[src/rtl/alu_arbiter.sv]
// rtl/alu_arbiter.sv - two-requester arbiter sharing one combinational ALU with a one-deep response slot
// Optional: define ALU_ARB_FIXED_PRIO_EN for fixed priority (req0 wins), default is round-robin.
module alu_arbiter #(
    parameter int WIDTH   = 16,
    parameter int INSTR_W = 9
) (
    input  logic               clk_i,
    input  logic               reset_i,
    input  logic               req0_valid_i,
    output logic               req0_ready_o,
    input  logic [WIDTH-1:0]   req0_x_i,
    input  logic [WIDTH-1:0]   req0_y_i,
    input  logic [INSTR_W-1:0] req0_instruction_i,
    input  logic               req1_valid_i,
    output logic               req1_ready_o,
    input  logic [WIDTH-1:0]   req1_x_i,
    input  logic [WIDTH-1:0]   req1_y_i,
    input  logic [INSTR_W-1:0] req1_instruction_i,
    output logic [WIDTH-1:0]   alu_x_o,
    output logic [WIDTH-1:0]   alu_y_o,
    output logic [INSTR_W-1:0] alu_instruction_o,
    input  logic [WIDTH-1:0]   alu_out_i,
    input  logic               alu_zr_i,
    input  logic               alu_ng_i,
    output logic               rsp_valid_o,
    input  logic               rsp_ready_i,
    output logic               rsp_id_o,
    output logic [WIDTH-1:0]   rsp_out_o,
    output logic               rsp_zr_o,
    output logic               rsp_ng_o
);

    logic             last_q, last_d;
    logic             rsp_valid_q, rsp_valid_d;
    logic             rsp_id_q, rsp_id_d;
    logic [WIDTH-1:0] rsp_out_q, rsp_out_d;
    logic             rsp_zr_q, rsp_zr_d;
    logic             rsp_ng_q, rsp_ng_d;

    logic slot_free;
    logic grant_vld;
    logic grant_id;
    logic accept;

    assign slot_free = !rsp_valid_q || rsp_ready_i;

    // Grant looks only at valids and last, never at payloads.
    always_comb begin
        grant_vld = 1'b0;
        grant_id  = 1'b0;
        if (req0_valid_i && req1_valid_i) begin
            grant_vld = 1'b1;
`ifdef ALU_ARB_FIXED_PRIO_EN
            grant_id  = 1'b0;
`else
            grant_id  = ~last_q;
`endif
        end else if (req0_valid_i) begin
            grant_vld = 1'b1;
            grant_id  = 1'b0;
        end else if (req1_valid_i) begin
            grant_vld = 1'b1;
            grant_id  = 1'b1;
        end
    end

    assign accept       = grant_vld && slot_free && !reset_i;
    assign req0_ready_o = accept && !grant_id;
    assign req1_ready_o = accept && grant_id;

    always_comb begin
        alu_x_o           = '0;
        alu_y_o           = '0;
        alu_instruction_o = '0;
        if (grant_vld) begin
            if (grant_id) begin
                alu_x_o           = req1_x_i;
                alu_y_o           = req1_y_i;
                alu_instruction_o = req1_instruction_i;
            end else begin
                alu_x_o           = req0_x_i;
                alu_y_o           = req0_y_i;
                alu_instruction_o = req0_instruction_i;
            end
        end
    end

    // A new accept overwrites a response taken in the same cycle; payload holds when only taken.
    always_comb begin
        last_d      = last_q;
        rsp_valid_d = rsp_valid_q;
        rsp_id_d    = rsp_id_q;
        rsp_out_d   = rsp_out_q;
        rsp_zr_d    = rsp_zr_q;
        rsp_ng_d    = rsp_ng_q;
        if (accept) begin
            last_d      = grant_id;
            rsp_valid_d = 1'b1;
            rsp_id_d    = grant_id;
            rsp_out_d   = alu_out_i;
            rsp_zr_d    = alu_zr_i;
            rsp_ng_d    = alu_ng_i;
        end else if (rsp_ready_i) begin
            rsp_valid_d = 1'b0;
        end
    end

    always_ff @(posedge clk_i) begin
        if (reset_i) begin
            last_q      <= 1'b1;
            rsp_valid_q <= 1'b0;
            rsp_id_q    <= 1'b0;
            rsp_out_q   <= '0;
            rsp_zr_q    <= 1'b0;
            rsp_ng_q    <= 1'b0;
        end else begin
            last_q      <= last_d;
            rsp_valid_q <= rsp_valid_d;
            rsp_id_q    <= rsp_id_d;
            rsp_out_q   <= rsp_out_d;
            rsp_zr_q    <= rsp_zr_d;
            rsp_ng_q    <= rsp_ng_d;
        end
    end

    assign rsp_valid_o = rsp_valid_q;
    assign rsp_id_o    = rsp_id_q;
    assign rsp_out_o   = rsp_out_q;
    assign rsp_zr_o    = rsp_zr_q;
    assign rsp_ng_o    = rsp_ng_q;

endmodule
[config.mk]
export PLATFORM = sky130hd
export DESIGN_NAME = alu_arbiter
export DESIGN_NICKNAME = d
export VERILOG_FILES = /design/src/rtl/alu_arbiter.sv
export SDC_FILE = /design/constraint.sdc
export NUM_CORES = 1
export LEC_CHECK = 0
export BUFFER_PORTS_ARGS = -buffer_cell sky130_fd_sc_hd__buf_2
export CAP_MARGIN = 20
export CORE_ASPECT_RATIO = 0.5
export CORE_MARGIN = 2
export CORE_UTILIZATION = 34
export DETAILED_ROUTE_END_ITERATION = 8
export PLACE_DENSITY = 0.91
export RECOVER_POWER = 50
export SETUP_SLACK_MARGIN = 0.3
export SYNTH_ARGS = -nofsm -noshare
export SYNTH_HDL_FRONTEND = slang
export SYNTH_SLANG_ARGS = --single-unit
[constraint.sdc]
create_clock -name clk_i -period 1.1 [get_ports clk_i]
set_input_delay 0 -clock clk_i [delete_from_list [all_inputs] [get_ports clk_i]]
set_output_delay 0 -clock clk_i [all_outputs]
set_load 0.02 [all_outputs]
==> impl_metrics.json <==
{
  "timing.final.ws_setup_ns": -0.434,
  "yosys_warnings": 0,
  "leakage_uw": 0.00202,
  "drive_gt1_share_pct": 76.5,
  "die_w_um": 98.1,
  "gp_congestion": 0.710,
  "grt-ovfl-total": 0,
  "synth-edff-count": 0,
  "slew_viol_final": 0,
  "drc": 0,
  "p_total_uw": 3590,
  "yosys.area.top_type": "dfxtp_1",
  "status": "finished with violations",
  "grt_pass1_vias": 2878,
  "crit_buf_inv": 3,
  "drt_iter0_drc": 357,
  "synth_simple_gate_area_share_pct": 33.1,
  "fin_util_pct": 96.4,
  "sw_frac_of_total_pct": 42.0,
  "start_kind": "flop",
  "fin_skew_ns": 0.00612,
  "synthesis.instances": 236,
  "grt_start_max_net_pins": 25,
  "antenna_found_initial": 1,
  "seqPwrFrac_pct": 24.1,
  "min_period_ns": 1.53,
  "syn_nets": 341,
  "cell_internal_pwr_uw": 2080,
  "firstDrtPassIters": 6,
  "drt-wirelength-per-cell_um": 29.9,
  "ys_dominant_reg_cell": "dfxtp_1",
  "area_delta_synth_final_pct": 177,
  "cp_top_family": "buffers and inverters",
  "ir_drop_uv": 1120,
  "synth_top_area_share_pct": 28.0,
  "synth_compound_area_share_pct": 28.0,
  "maxCapViolations": 0,
  "start_util_pct": 34.8,
  "drt-total-wl_um": 14800,
  "ys_ff_latch": 21,
  "p_switching_uw": 1510,
  "hold_slack_ns": 0.0284,
  "cts_buffer_depth": 2,
  "endpoint_kind": "primary output",
  "finalSetupViolCount": 54,
  "cts_buffers": 3,
  "fin_tns_setup_ns": -16.96,
  "cp.arrival_ns": 1.53,
  "cts_tree": "built",
  "finalHoldViolations": 0,
  "synthAdderAreaFrac_pct": 0,
  "synth_top_family_by_area": "simple AND/OR/NAND/NOR gates",
  "synthTopCellsByArea": "dfxtp_1 (28%), nand2_1 (20%), o21ai_1 (12%)",
  "power.share.clock_pct": 14.3,
  "violations": "setup timing",
  "core_area_um2": 4320,
  "crit_path_cell_trace": "a21boi_4 -> buf_12 -> buf_12 -> nand3b_1 -> nor2_4 -> buf_6",
  "final_nets": 535,
  "hpwl_um": 5440,
  "vias_per_cell": 6.65,
  "pin_count": 168,
  "clock_latency_ns": 0.26,
  "portBuffers": 167,
  "ys_seq_area_share_pct": 28.0,
  "cts_max_level": 1,
  "dieArea_um2": 5000,
  "slew_headroom_pct": 61.9,
  "cp.required_ns": 1.10,
  "fin_crit_sh_pct": 139,
  "hold_buffers": 0,
  "ant_nets": 0,
  "worst_slew_pin_slew_ns": 0.572,
  "synth.most_common_cell": "nand2_1",
  "clkTransAtPathRegs_ns": 0.08,
  "synth-xor-area-share_pct": 0,
  "critical_path_class": "reg2out",
  "rows": 17,
  "cts_sinks": 21,
  "die_h_um": 51.0,
  "muxShareOfSynthArea_pct": 0,
  "root_buffer": "clkbuf_8",
  "rsz0062_at_grt": "yes",
  "synth_area_um2": 1500,
  "vias": 3280,
  "grt_use_total_pct": 36.5,
  "synth_common_cells": "nand2_1 (82), o21ai_1 (37), o21ai_0 (24)",
  "path_max_fanout": 6,
  "crit_top_cell": "buf_12",
  "async_flop_share_pct": 0,
  "power_frac_comb_pct": 61.7,
  "ys_types": 17,
  "fmax_mhz": 652,
  "grt_pass1_wl_um": 14400,
  "cp_slowest_stage_delay_ns": 0.35,
  "syn_avg_cell_area_um2": 6.37,
  "pwr_density_cell_nw_per_um2": 862,
  "hp-class": "in2reg",
  "crit_slowest_cell": "dfxtp_2"
}
## area by class of cell
type | count | area [um2]
Timing Repair Buffer | 211 | 1770
Fill cell | 91 | 155
Multi-Input combinational cell | 193 | 1830
Antenna cell | 7 | 17.5
Clock buffer | 4 | 45.0
Tap cell | 57 | 71.3
Sequential cell | 21 | 433
## worst register-to-register path, stage by stage, from the launching register on
cell and delay [ns]:
dfxtp_2 0.35, a21boi_4 0.16, buf_12 0.16, buf_12 0.14, nand3b_1 0.18, buf_4 0.20
buf_6 0.11, a21oi_2 0.13
## metal layers
| metal | wire [um] | global-route usage [%] | part of all wire [%] |
|---|---|---|---|
| met5 | 66 | 0 | 0.45 |
| met4 | 1880 | 22.5 | 13 |
| met3 | 2080 | 6.57 | 14 |
| met2 | 6220 | 73.1 | 42 |
| met1 | 4520 | 36.0 | 31 |
## sequential cells by signal (all words and copies together), names as in the netlist
signal,cells
rsp_valid_o,1
rsp_zr_o,1
rsp_out_o,16
rsp_ng_o,1
last_q,1
rsp_id_o,1
## power groups by stage
stage	combinational, uW	sequential (uW)	clock, uW
after floorplan	954	915	0
after global placement	1520	852	0
after detailed placement	1570	855	0
after CTS	1930	844	500
after global routing	2280	866	555
final	2210	863	513
## stage by stage
stage | instances | setup slack [ns] | area (um2)
6_report | 493 | -0.434 | 4160
5_1_grt | 491 | -0.531 | 4160
4_1_cts | 483 | -0.320 | 4010
3_5_place_dp | 466 | -0.108 | 3390
3_3_place_gp | 466 | -0.0634 | 3390
2_1_floorplan | 236 | -0.118 | 2380
## cells in the final DEF (no fill, tap or decap), types with 8 or more instances in the layout
master / netlist / final
buf_4: 4 / 19
o21ai_2: 0 / 8
a21oi_1: 21 / 13
nand2_1: 82 / 41
buf_12: 0 / 11
dfxtp_1: 21 / 13
nand2_4: 0 / 40
nand3b_1: 19 / 19
a21oi_2: 0 / 8
buf_6: 7 / 55
buf_2: 3 / 114
o21ai_4: 0 / 41
## final timing paths
check / slack, ns / start / cells past startpoint / to
setup / recovery: -0.43 / last_q$_SDFFE_PP1P_ / 6 / req1_ready_o
hold / removal: 0.03 / alu_zr_i / 3 / rsp_zr_o$_SDFFE_PP0P_
setup reg to reg: -0.41 / last_q$_SDFFE_PP1P_ / 7 / rsp_id_o$_SDFFE_PP0P_
hold reg to reg: 0.49 / rsp_zr_o$_SDFFE_PP0P_ / 2 / rsp_zr_o$_SDFFE_PP0P_
## what timing repair did
action / CTS / global route
buffers inserted: 6 / 2
resized for setup: 132 / 36
endpoints found under the setup margin: 64 / 73
pin swaps: 37 / 24
cloned: 7 / 1
## kinds of logic after synthesis
kind of cell           Yosys count
buffers and inverters           24
AOI/OAI and AO/OA               83
and+or+nand+nor                108
DFF                             21
No activity file was read; power rests on OpenSTA's default activity.
